### src/rtl/quadra_arbiter.sv
// Round-robin front end for a shared, non-stalling quadratic evaluator core.
// Issues at most one argument per cycle, tracks the owner of every in-flight
// operation in a tag pipeline matched to the core latency, and returns each
// result tagged with its requester ID.
module quadra_arbiter #(
   parameter int N_REQ    = 4,
   parameter int X_W      = 24,
   parameter int Y_W      = 30,
   parameter int CORE_LAT = 3,
   parameter int ID_W     = $clog2(N_REQ)
) (
   input  logic                   clk,
   input  logic                   rst,
   input  logic                   en,
   input  logic [N_REQ-1:0]       req_vld,
   input  logic [N_REQ*X_W-1:0]   req_x,
   output logic [N_REQ-1:0]       req_rdy,
   output logic                   core_x_vld,
   output logic [X_W-1:0]         core_x,
   input  logic                   core_y_vld,
   input  logic [Y_W-1:0]         core_y,
   output logic                   rsp_vld,
   output logic [ID_W-1:0]        rsp_id,
   output logic [Y_W-1:0]         rsp_y,
   output logic                   busy,
   output logic                   err
);

   logic [ID_W-1:0]     ptr_q, ptr_d;
   logic                gnt_found;
   logic [ID_W-1:0]     gnt_id;
   logic                grant;

   logic                core_x_vld_q, core_x_vld_d;
   logic [X_W-1:0]      core_x_q, core_x_d;
   logic [ID_W-1:0]     issue_id_q, issue_id_d;

   logic [CORE_LAT-1:0] tag_vld_q, tag_vld_d;
   logic [ID_W-1:0]     tag_id_q [CORE_LAT];
   logic [ID_W-1:0]     tag_id_d [CORE_LAT];
   logic                tail_vld;
   logic [ID_W-1:0]     tail_id;

   logic                rsp_vld_q, rsp_vld_d;
   logic [ID_W-1:0]     rsp_id_q, rsp_id_d;
   logic [Y_W-1:0]      rsp_y_q, rsp_y_d;
   logic                err_q, err_d;

   // Find the first valid requester at or after the round-robin pointer.
   always_comb begin
      int unsigned idx;
      idx       = 0;
      gnt_found = 1'b0;
      gnt_id    = '0;
      for (int unsigned k = 0; k < N_REQ; k++) begin
         idx = (32'(ptr_q) + k) % N_REQ;
         if (!gnt_found && req_vld[idx]) begin
            gnt_found = 1'b1;
            gnt_id    = ID_W'(idx);
         end
      end
   end

   assign grant = en & ~rst & gnt_found;

   // One-hot grant, and next pointer / issue-stage values.
   always_comb begin
      req_rdy      = '0;
      ptr_d        = ptr_q;
      core_x_vld_d = grant;
      core_x_d     = core_x_q;
      issue_id_d   = issue_id_q;
      if (grant) begin
         req_rdy[gnt_id] = 1'b1;
         ptr_d           = ID_W'((32'(gnt_id) + 1) % N_REQ);
         core_x_d        = req_x[32'(gnt_id)*X_W +: X_W];
         issue_id_d      = gnt_id;
      end
   end

   // Tag pipeline advances every cycle so its tail lines up with core_y_vld.
   always_comb begin
      tag_vld_d    = '0;
      tag_vld_d[0] = core_x_vld_q;
      tag_id_d[0]  = issue_id_q;
      for (int unsigned i = 1; i < CORE_LAT; i++) begin
         tag_vld_d[i] = tag_vld_q[i-1];
         tag_id_d[i]  = tag_id_q[i-1];
      end
   end

   assign tail_vld = tag_vld_q[CORE_LAT-1];
   assign tail_id  = tag_id_q[CORE_LAT-1];

   // Response capture; any disagreement between core strobe and tail valid is sticky.
   always_comb begin
      rsp_vld_d = core_y_vld & tail_vld;
      rsp_id_d  = rsp_id_q;
      rsp_y_d   = rsp_y_q;
      if (core_y_vld && tail_vld) begin
         rsp_id_d = tail_id;
         rsp_y_d  = core_y;
      end
      err_d = err_q | (core_y_vld ^ tail_vld);
   end

   // State registers with synchronous reset.
   always_ff @(posedge clk) begin
      if (rst) begin
         ptr_q        <= '0;
         core_x_vld_q <= 1'b0;
         core_x_q     <= '0;
         issue_id_q   <= '0;
         tag_vld_q    <= '0;
         for (int unsigned i = 0; i < CORE_LAT; i++) begin
            tag_id_q[i] <= '0;
         end
         rsp_vld_q    <= 1'b0;
         rsp_id_q     <= '0;
         rsp_y_q      <= '0;
         err_q        <= 1'b0;
      end else begin
         ptr_q        <= ptr_d;
         core_x_vld_q <= core_x_vld_d;
         core_x_q     <= core_x_d;
         issue_id_q   <= issue_id_d;
         tag_vld_q    <= tag_vld_d;
         for (int unsigned i = 0; i < CORE_LAT; i++) begin
            tag_id_q[i] <= tag_id_d[i];
         end
         rsp_vld_q    <= rsp_vld_d;
         rsp_id_q     <= rsp_id_d;
         rsp_y_q      <= rsp_y_d;
         err_q        <= err_d;
      end
   end

   assign core_x_vld = core_x_vld_q;
   assign core_x     = core_x_q;
   assign rsp_vld    = rsp_vld_q;
   assign rsp_id     = rsp_id_q;
   assign rsp_y      = rsp_y_q;
   assign err        = err_q;
   assign busy       = core_x_vld_q | (|tag_vld_q) | rsp_vld_q;

endmodule
### config.mk
export PLATFORM = sky130hd
export DESIGN_NAME = quadra_arbiter
export DESIGN_NICKNAME = d
export VERILOG_FILES = /design/src/rtl/quadra_arbiter.sv
export SDC_FILE = /design/constraint.sdc
export NUM_CORES = 1
export LEC_CHECK = 0
export CORE_MARGIN = 2
export CORE_UTILIZATION = 40
export DETAILED_ROUTE_END_ITERATION = 8
export PLACE_DENSITY = 0.84
export SLEW_MARGIN = 20
export SYNTH_ARGS = -nofsm -noshare
export SYNTH_HDL_FRONTEND = slang
export SYNTH_SLANG_ARGS = --single-unit
### constraint.sdc
create_clock -name clk -period 4.27 [get_ports clk]
set_input_delay 1.0675 -clock clk [delete_from_list [all_inputs] [get_ports clk]]
set_output_delay 1.0675 -clock clk [all_outputs]
set_load 0.1 [all_outputs]
==> Word-level counts from Yosys, hierarchy flattened <==
Memories as Yosys holds them, arrays and structs flattened. A register that Yosys moved wholly into a read port is not among the register bits.
Cells that the tools add are included.
{ "word_totals": {"word_cells": 66, "reg_bits": 64, "inputBits": 134, "mem_bits_rw": 6, "memories": 1} }
{ "mem_list": {"columns": ["name", "depth", "width", "rd", "rd_ports_with_merged_regs", "write_ports", "line_no", "source"], "rows": [
  ["tag_id_q", 3, 2, 3, 1, 3, "39", "logic [ID_W-1:0] tag_id_q [CORE_LAT];"]
]} }
{ "classes": {"add_sub_neg": 4, "shift": 1, "n_reduce_logical": 9, "mux": 25, "n_bitwise": 11, "multipliers": 1, "magnitude_cmp": 6} }
{ "op_table": {"columns": ["op", "count"], "rows": [
  ["variable part select 96 x 8 -> 24 bit", 1],
  ["< comparator 2 x 3 -> 1 bit (second input constant)", 5],
  ["two-way mux 2 bit", 7],
  ["two-way mux 1 bit", 12],
  ["binary-select mux 1 bit (select 2 bit)", 4],
  ["OR 1 bit", 6],
  ["logical AND 1 bit", 5],
  ["adder 2 x 1 -> 2 bit (second input constant)", 2],
  ["adder 2 bit (second input constant)", 2],
  ["multiplier 2 x 2 -> 4 bit (second input constant)", 1],
  ["two-way mux 4 bit", 1],
  ["bitwise AND 1 bit", 3],
  ["zero test 1 bit", 3],
  ["OR reduction 3 bit", 1],
  ["demux 1 bit (select 2 bit)", 1],
  ["greater-or-equal comparator 2 x 1 -> 1 bit (second input constant)", 1],
  ["NOT 1 bit", 1],
  ["XOR 1 bit", 1]
]} }

==> Depth between registers and ports, before layout <==
{ "logic_depth": {"word_depth": 17, "mapped_depth": 6, "depth_no_buf": 5} }

==> Worst setup path after synthesis <==
Ideal clock, no wire load.
{ "synth_path": {"path_type": "input port to output port", "from": "input req_vld[2]", "to": "output req_rdy[1]", "stages": 5, "t_arrival_ns": 3.188, "setup_slack_ns": 0.014, "path_cell_list": "mux2i_1 -> o2bb2ai_2 -> nor2_1 -> nand2_1 -> a21oi_1"} }
{ "synth_between": {"elab_chain_cells": 17, "elab_cells_between_ends": 29} }
{ "synth_lines": {"columns": ["element", "line_no", "source"], "rows": [
  ["from (decl)", "15", "input logic [N_REQ-1:0] req_vld,"],
  ["binary-select mux 1 bit (select 2 bit)", "57", "if (!gnt_found && req_vld[idx]) begin"],
  ["two-way mux 1 bit (implied by the code)", "57", null],
  ["two-way mux 1 bit", "57", null],
  ["zero test 1 bit", "57", null],
  ["logical AND 1 bit", "57", null],
  ["two-way mux 1 bit", "57", null],
  ["zero test 1 bit", "57", null],
  ["logical AND 1 bit", "57", null],
  ["two-way mux 1 bit", "57", null],
  ["zero test 1 bit", "57", null],
  ["logical AND 1 bit", "57", null],
  ["two-way mux 2 bit", "57", null],
  ["< comparator 2 x 3 -> 1 bit (implied by the code) / greater-or-equal comparator 2 x 1 -> 1 bit (equally long branches)", "74", "req_rdy[gnt_id] = 1'b1;"],
  ["logical AND 1 bit (implied by the code)", "74", null],
  ["two-way mux 1 bit (implied by the code)", "74", null],
  ["demux 1 bit (select 2 bit)", "74", null],
  ["two-way mux 4 bit (*)", "73", "if (grant) begin"],
  ["to (decl)", "17", "output logic [N_REQ-1:0] req_rdy,"]
]} }
Mark *: on every way between the ends. The rest lies on a longest branch, timed or not. The select of a mux whose other input is x is not followed.

==> Final worst setup path <==
{ "layout_path": {"from": "input req_vld[1]", "to": "output req_rdy[2]"} }
Same word-level chain as after synthesis.

==> run_results.csv <==
group,metric,value,unit
sta,finClkSkew,0.00890,ns
cts,post_cts_buffers,0,
die,core_area,8090,um2
yosys,synth-edff-count,0,
placed_design,pre_cts_ws,0.333,ns
sta,slew_violations,0,
yosys,syn_avg_cell_area,10.5,um2
yosys,yosysWarnings,0,
layout,stdcell_count,615,
sta,layout_setup_ws,0.300,ns
yosys,synth_top_family_by_area,"multiplexers",
yosys,syn_area,3280,um2
global_routing,grt_usage,0.196,
cts,cts_num_sinks,72,
cts,clk_latency,0.33,ns
layout,seq_area,1440,um2
pwr,vdd_drop_max,0.000212,V
setup_path,end_kind,"primary output",
yosys,ys_types,37,
yosys,yosysSeqAreaShare,0.440,
drt,drt.antenna.violating_nets,0,
yosys,synth_compound_area_frac,0.128,
drt,first_pass_iters,4,
setup_path,slowest_delay,0.51,ns
pwr,p_leak,2.04,nW
layout,fin_nets,641,
sta,whs,0.435,ns
layout,antenna_cells,0,
global_routing,grt_pass1_wl,13700,um
global_routing,grt_pass1_vias,2911,
cts,cts-root-buf,"clkbuf_8",
yosys,async_flop_share,0,
sta,post-route-period-util,0.930,
setup_path,start_kind,"primary input",
setup_path,critPathKind,"in2out",
setup_path,critical_path.top_delay_family,"buffers and inverters",
sta,maxSlewHeadroom,0.309,
drt,viasPerCell,4.94,
yosys,yosys.area_share.simple,0.139,
yosys,synthesis.nets,448,
cts,cts.htree.levels,3,
layout,final_common_cell,"clkdlybuf4s50_1",
setup_path,crit_path_start,"req_vld[1]",
sta,fmax,252,MHz
sta,setup_viol,0,
yosys,yosys.area_share.adder,0.00382,
die,initial_utilization,0.405,
layout,drive_gt1_frac,0.0922,
layout,area_growth,67.7,%
run_status,status,"finished, final reports clean",
drt,drtIter0Drc,80,
yosys,synth_flop_cell,"dfxtp_1",
setup_path,r2r_start,"ptr_q[1]$_SDFFE_PP0P_",
global_routing,grt_max_degree,46,
setup_path,crit_arrival,2.90,ns
placed_design,dp_hpwl,7070,um
pwr,power_density,345,nW/um2
cts,clk_transition_reported_paths,0.07,ns
layout,multi_input_area,1680,um2
sta,worst_slew_pin_slew,1.03,ns
layout,final_cell_mix,"192 x clkdlybuf4s50_1, 77 x mux2i_1, 72 x dfxtp_1",
die,die_h,94.5,um
global_routing,gr-total-overflow,0,
setup_path,crit_fanout,6,
sta,setup_tns,0,ns
yosys,syn_inst,313,
drt,wirelength,9110,um
die,io-pin-count,198,
run,cap_violations,0,
setup_path,critPathRequiredTime,3.20,ns
placed_design,place_area,5310,um2
die,die_w,94.5,um
worst_hold_path,hold_class,"reg2reg",
cts,clockBufferDepth,2,
worst_hold_path,min-delay-start,"issue_id_q[1]$_SDFFE_PP0P_",
setup_path,path_cells,"clkdlybuf4s50_1 > nand2b_1 > o221ai_1 > nand2_2 > nor2_1 > buf_12",
cts,cts_tree,"yes",
setup_path,critical_path_buf_inv_count,2,
die,fp-row-count,33,
sta,min_period,3.97,ns
sta,hold_viol_final,0,
setup_path,slowest_stage,"clkdlybuf4s50_1",
die,die-area,8940,um2
yosys,synthXorXnorAreaFrac,0.00267,
yosys,synthMuxAreaShare,0.238,
global_routing,antenna_found_initial,0,
placed_design,gp_congestion,0.836,
drt,drc,0,
layout,final_core_util,0.680,
drt,wire_per_inst,14.8,um
pwr,p_total,1.90,mW
sta,rsz0062_at_grt,"false",
placed_design,portBuffers,197,
yosys,ys_seq_elements,72,
layout,n_fill_cell,639,
cts,post_cts_resized,0,
drt,dr_total_vias,3037,
cts,cts_buffers,9,
layout,design_area,5500,um2
placed_design,placed_cells,600,
cts,hold_buffers,0,
==> worst register-to-register path: stages, from the launching register on <==
cell,delay (ns)
dfxtp_1,0.41
mux2i_1,0.31
o2bb2ai_2,0.20
nor2_8,0.45
buf_4,0.33
mux2i_1,0.28
o221ai_2,0.11
==> logic make-up (layout without fill, tap and decap cells) <==
family,after synthesis,in the layout
AOI/OAI and AO/OA,44,44
DFF,72,72
buffers and inverters,22,219
and+or+nand+nor,95,95
adders and majority gates,1,1
xor gates and xnor gates,1,1
muxes,78,78
==> final timing paths <==
kind / depth (start not counted) / slack, ns / endpoint
min: 2 / 0.44 / issue_id_q[1]$_SDFFE_PP0P_
max reg2reg: 6 / 2.06 / core_x[21]$_SDFFE_PP0P_
min reg2reg: 2 / 0.44 / issue_id_q[1]$_SDFFE_PP0P_
max: 6 / 0.30 / req_rdy[2]
==> flip-flops by register name (all words and copies together) (netlist names) <==
name        count
core_x         24
rsp_y          30
issue_id_q      2
core_x_vld      1
tag_id_q        6
rsp_id          2
rsp_vld         1
tag_vld_q       3
ptr_q           2
err             1
==> synthesized netlist by cell type (3+ instances only) <==
| library cell | n | area, um2 |
|---|---|---|
| mux2i_1 | 77 | 771 |
| dfxtp_1 | 72 | 1440 |
| nor2_1 | 39 | 146 |
| nand2_1 | 30 | 113 |
| o221ai_1 | 11 | 96.3 |
| nor2b_1 | 10 | 62.6 |
| o221ai_2 | 10 | 150 |
| buf_6 | 9 | 101 |
| a21o_1 | 5 | 37.5 |
| buf_2 | 5 | 25.0 |
| clkbuf_1 | 5 | 18.8 |
| o21ai_0 | 5 | 25.0 |
| nand3_1 | 4 | 20.0 |
| o211ai_1 | 4 | 30.0 |
| a21oi_1 | 3 | 15.0 |
==> where the power goes <==
group | switching, mW | internal, mW
Combinational | 0.390 | 0.250
Sequential | 0.0206 | 0.708
Clock | 0.246 | 0.283
==> layer usage <==
| layer | vias to the layer above | track usage | wire length, um |
|---|---|---|---|
| li1 | 1495 | - | - |
| met3 | 11 | 0.0662 | 978 |
| met5 | - | 0 | 0 |
| met4 | 0 | 0.0737 | 125 |
| met2 | 148 | 0.346 | 4510 |
| met1 | 1383 | 0.218 | 3500 |
==> cell type report <==
class                   count  share of cell area
multi-input cells         219               0.306
flip-flops and latches     72               0.262
inverters                   2             0.00136
clock inverters             5              0.0105
clock buffers              10              0.0250
well taps                 105              0.0239
repair buffers            202               0.372
Note: power is estimated with default switching activity, not from simulation.
